**src/rtl/cpu_pkg.sv**
```systemverilog
// cpu_pkg: shared state, microcycle and address-select encodings for the TB4004 core
package cpu_pkg;
  typedef enum logic [1:0] {ALIGN, FETCH1, FETCH2, HOLD} state_t;
  localparam logic [2:0] T_A1 = 3'd0;
  localparam logic [2:0] T_A2 = 3'd1;
  localparam logic [2:0] T_A3 = 3'd2;
  localparam logic [2:0] T_M1 = 3'd3;
  localparam logic [2:0] T_M2 = 3'd4;
  localparam logic [2:0] T_X1 = 3'd5;
  localparam logic [2:0] T_X2 = 3'd6;
  localparam logic [2:0] T_X3 = 3'd7;
  localparam logic [1:0] ASEL_LO   = 2'd0;
  localparam logic [1:0] ASEL_MID  = 2'd1;
  localparam logic [1:0] ASEL_HI   = 2'd2;
  localparam logic [1:0] ASEL_NONE = 2'd3;
endpackage

```
**src/rtl/cpu_cycle_sequencer.sv**
```systemverilog
// cpu_cycle_sequencer: instruction-cycle FSM and per-microcycle strobe decode
module cpu_cycle_sequencer
  import cpu_pkg::*;
#(
  parameter bit TWO_WORD_EN = 1'b1,
  parameter bit HOLD_EN     = 1'b1
) (
  input  logic       clk,
  input  logic       rst,
  input  logic [2:0] cycle,
  input  logic       two_word,
  input  logic       io_op,
  input  logic       io_write,
  input  logic       hold,
  output logic       sync,
  output logic [1:0] addr_sel,
  output logic       opr_le,
  output logic       opa_le,
  output logic       pc_inc,
  output logic       cm_rom,
  output logic       bus_drive,
  output logic       word2,
  output logic       exec_en,
  output logic       held
);
  state_t r_state;
  logic   r_first;
  logic   w_tw;
  logic   w_hold;
  logic   w_f1;
  logic   w_act;
  logic   w_on;
  assign w_tw   = TWO_WORD_EN && two_word;
  assign w_hold = HOLD_EN && hold;
  assign w_f1   = r_state == FETCH1;
  // a fetch state only counts once the microcycle is known to be aligned
  assign w_act  = (w_f1 || r_state == FETCH2) && !(r_first && cycle != T_A1);
  assign w_on   = w_act && !rst;
  // state advances only at instruction boundaries; first edge after reset checks alignment
  always_ff @(posedge clk or posedge rst) begin
    if (rst) begin
      r_state <= FETCH1;
      r_first <= 1'b1;
    end else begin
      r_first <= 1'b0;
      if (r_first && cycle != T_A1) r_state <= ALIGN;
      else if (cycle == T_X3)
        case (r_state)
          ALIGN:   r_state <= FETCH1;
          FETCH1:  r_state <= w_tw ? FETCH2 : (w_hold ? HOLD : FETCH1);
          FETCH2:  r_state <= w_hold ? HOLD : FETCH1;
          default: r_state <= w_hold ? HOLD : FETCH1;
        endcase
    end
  end
  // zero-latency strobe decode from registered state and the live cycle count
  always_comb begin
    addr_sel  = !w_act ? ASEL_NONE : cycle == T_A1 ? ASEL_LO : cycle == T_A2 ? ASEL_MID :
                cycle == T_A3 ? ASEL_HI : ASEL_NONE;
    sync      = w_on && cycle == T_X3;
    opr_le    = w_on && cycle == T_M1;
    opa_le    = w_on && cycle == T_M2;
    pc_inc    = w_on && cycle == T_X1;
    cm_rom    = w_on && (cycle == T_A3 || (w_f1 && io_op && cycle == T_X2));
    bus_drive = w_on && (cycle <= T_A3 || (w_f1 && io_write && cycle == T_X2));
    exec_en   = w_on && cycle == T_X3 && !(w_f1 && w_tw);
    word2     = !rst && r_state == FETCH2;
    held      = !rst && r_state == HOLD;
  end
endmodule

```
**config.mk**
```make
export PLATFORM = sky130hd
export DESIGN_NAME = cpu_cycle_sequencer
export DESIGN_NICKNAME = d
export VERILOG_FILES = /design/src/rtl/cpu_pkg.sv /design/src/rtl/cpu_cycle_sequencer.sv
export SDC_FILE = /design/constraint.sdc
export NUM_CORES = 1
export LEC_CHECK = 0
export ABC_AREA = 1
export BUFFER_PORTS_ARGS = -buffer_cell sky130_fd_sc_hd__buf_4
export CAP_MARGIN = 0
export CORE_AREA = 2 2 39 41
export DETAILED_ROUTE_END_ITERATION = 8
export DIE_AREA = 0 0 41 43
export PLACE_DENSITY = 0.56
export SLEW_MARGIN = 40
export SYNTH_ARGS = -nofsm -noshare
export SYNTH_HDL_FRONTEND = slang
export SYNTH_SLANG_ARGS = --single-unit
```
**constraint.sdc**
```tcl
create_clock -name clk -period 2.99 [get_ports clk]
set_clock_uncertainty 0.2 [all_clocks]
set_input_delay 0.1495 -clock clk [delete_from_list [all_inputs] [get_ports clk]]
set_output_delay 0.1495 -clock clk [all_outputs]
set_load 0.03 [all_outputs]
```
==> reports/metrics.cfg <==
[run_status]
run_status=finished, final reports clean

[pwr]
vdd_drop_max_uv=205
power-per-cell-area_nw_per_um2=294
p_leak_nw=0.309

[sta]
period_share_pct=65.7
setup_viol=0
grt_setup_unrepaired=no
finalMaxSlewViolations=0
fmax_mhz=509
finalHoldViolations=0
tns_ns=0
period_needed_ns=1.97

[cts]
cts_tree=built
clk_pin_slew_ns=0.04
clock_path_buffers=2
cts_buffers=3
postCtsSetupRepairBufs=0
cts_max_level=1
cts_root_buf=clkbuf_4
clock_sinks=3
clock_latency_ns=0.23

[setup_path]
arrival_ns=1.62
worstSetupPathType=reg -> out
cp_max_fo=5
cp-start-kind=flip-flop
cp-end-kind=output port
critical_path_required_ns=2.64

[placed_design]
place_inst=91
io_buffers=19
gp_congestion=0.725
dp_hpwl_um=688

[yosys]
synthMuxAreaShare_pct=0
synth_top_area_share_pct=14.5
synth-compound-area-share_pct=10.4
synthAdderAreaFrac_pct=13.8
synth_seq_cells=3
synth_cell_types=17
ys_seq_area_share_pct=21.5
synth-edff-count=0
yosysTopAreaCell=dfstp_2
synth_nets=69
syn-mean-instance-area_um2=6.46
synth_xor_area_share_pct=0
yosysWarnings=0
yosysMostFrequentCell=inv_1
synth_top_family_by_area=simple AND/OR/NAND/NOR gates
synthSimpleGateAreaFrac_pct=38.8
syn_area_um2=362
synth.cells.most_frequent=inv_1, nand2_1, nor2_1
synth_area_leaders=dfstp_2, inv_1, ha_1
synthArstFlopShare_pct=100
synth-main-ff-cell=dfstp_2
syn_inst=56

[routing]
routedWlPerCell_um=8.77
drc=0
num_vias=401
drtPass1Iterations=4
drt-initial-drc-count=13
ant_nets=0
viasPerCell=4.18
wirelength_um=842

[grt]
antenna_found_initial=0
grt_start_max_net_pins=7
grt_pass1_wl_um=1310
grt_usage_pct=11.2
gr-total-overflow=0
first_global_vias=331

[floorplan]
die-area_um2=1760
core_um2=1380
rows=14
die-width_um=41
num_io_pins=20
fp.dieH_um=43
start_util_pct=26.1

[worst_hold_path]
hp-class=in -> reg

[layout]
syn2layout_area_growth_pct=55.0
nFillCells=154
drive_above_1_share_pct=38.8
final_cells=96
fin_nets=94
num_antenna_cells=0

[run]
drv_cap=0

flip-flops by register name, indices dropped and copies added, names as in the netlist:
signal   count
r_state      2
r_first      1
power by group:
| part | total [mW] | internal (mW) | switching, mW |
|---|---|---|---|
| Combinational | 0.0493 | 0.0203 | 0.0290 |
| Sequential | 0.0465 | 0.0445 | 0.00206 |
| Clock | 0.0690 | 0.0499 | 0.0191 |
logic make-up (layout without fill, tap and decap cells):
logic type	Yosys count	after routing
AO/OA/AOI/OAI	7	7
other	1	1
adder cells (fa/ha/maj)	4	4
buffers and inverters	14	38
flip-flops	3	3
AND/OR/NAND/NOR	27	27
metal layers:
layer	routed length [um]	track usage [%]	up-vias	share of wire (%)
li1	-	-	217	-
met1	404	15.9	174	48
met2	400	13.8	10	48
met3	37	3.14	0	4.4
met4	0	8.00	0	0
met5	0	0	-	0
cell type report:
| cell class | instances | area (um2) | share of cell area [%] |
|---|---|---|---|
| multi-input combinational | 39 | 231 | 41.3 |
| timing repair buffer | 20 | 153 | 27.2 |
| sequential | 3 | 77.6 | 13.8 |
| inverter | 14 | 52.6 | 9.37 |
| clock buffer | 4 | 26.3 | 4.69 |
| tap | 16 | 20.0 | 3.57 |
path summary, 6_finish.rpt:
| kind | startpoint | endpoint | slack (ns) | cells after the start |
|---|---|---|---|---|
| max | r_state[0] | cm_rom | 1.02 | 5 |
| min | hold | r_state[1] | 0.06 | 3 |
| max reg2reg | r_state[0] | r_state[1] | 1.55 | 5 |
| min reg2reg | r_state[0] | r_state[0] | 0.32 | 2 |
| max in group asynchronous | rst | r_first | 2.15 | 3 |
| min in group asynchronous | rst | r_state[1] | 0.20 | 3 |
through the flow:
| stage | instance area (um2) | hold slack, ns | utilization, % | power (mW) | setup WS (ns) |
|---|---|---|---|---|---|
| 3_5_place_dp | 524 | -0.117 | 37.9 | 0.0955 | 1.26 |
| 5_1_grt | 561 | 0.0726 | 40.5 | 0.181 | 0.923 |
| 6_report | 561 | 0.0581 | 40.5 | 0.165 | 1.02 |
| 4_1_cts | 561 | 0.0544 | 40.5 | 0.170 | 1.00 |
| 2_1_floorplan | 362 | -0.267 | - | 0.0766 | 1.19 |
| 3_3_place_gp | 524 | -0.115 | 37.9 | 0.0955 | 1.29 |
cells in the final DEF (no fill, tap or decap), drive strengths merged:
cell          n
buf          19
nand2         9
o21ai         3
nand4         1
ha            4
dfstp         2
a21oi         3
nor2         11
o211ai        1
dlygate4sd3   1
clkbuf        4
inv          14
nand3         6
conb          1
dfrtp         1
worst max-delay path, cell delays in order (launching register included):
cell and delay, ns:
dfstp_2 0.55, inv_1 0.06, ha_1 0.34, nand3_2 0.15, nor2_2 0.13, buf_4 0.16
timing repair:
item / in CTS / in global routing
gates resized for setup: 0 / 0
hold buffers: 1 / 0
endpoints found under the hold margin: 3 / 0
(Power assumes the default switching activity.)
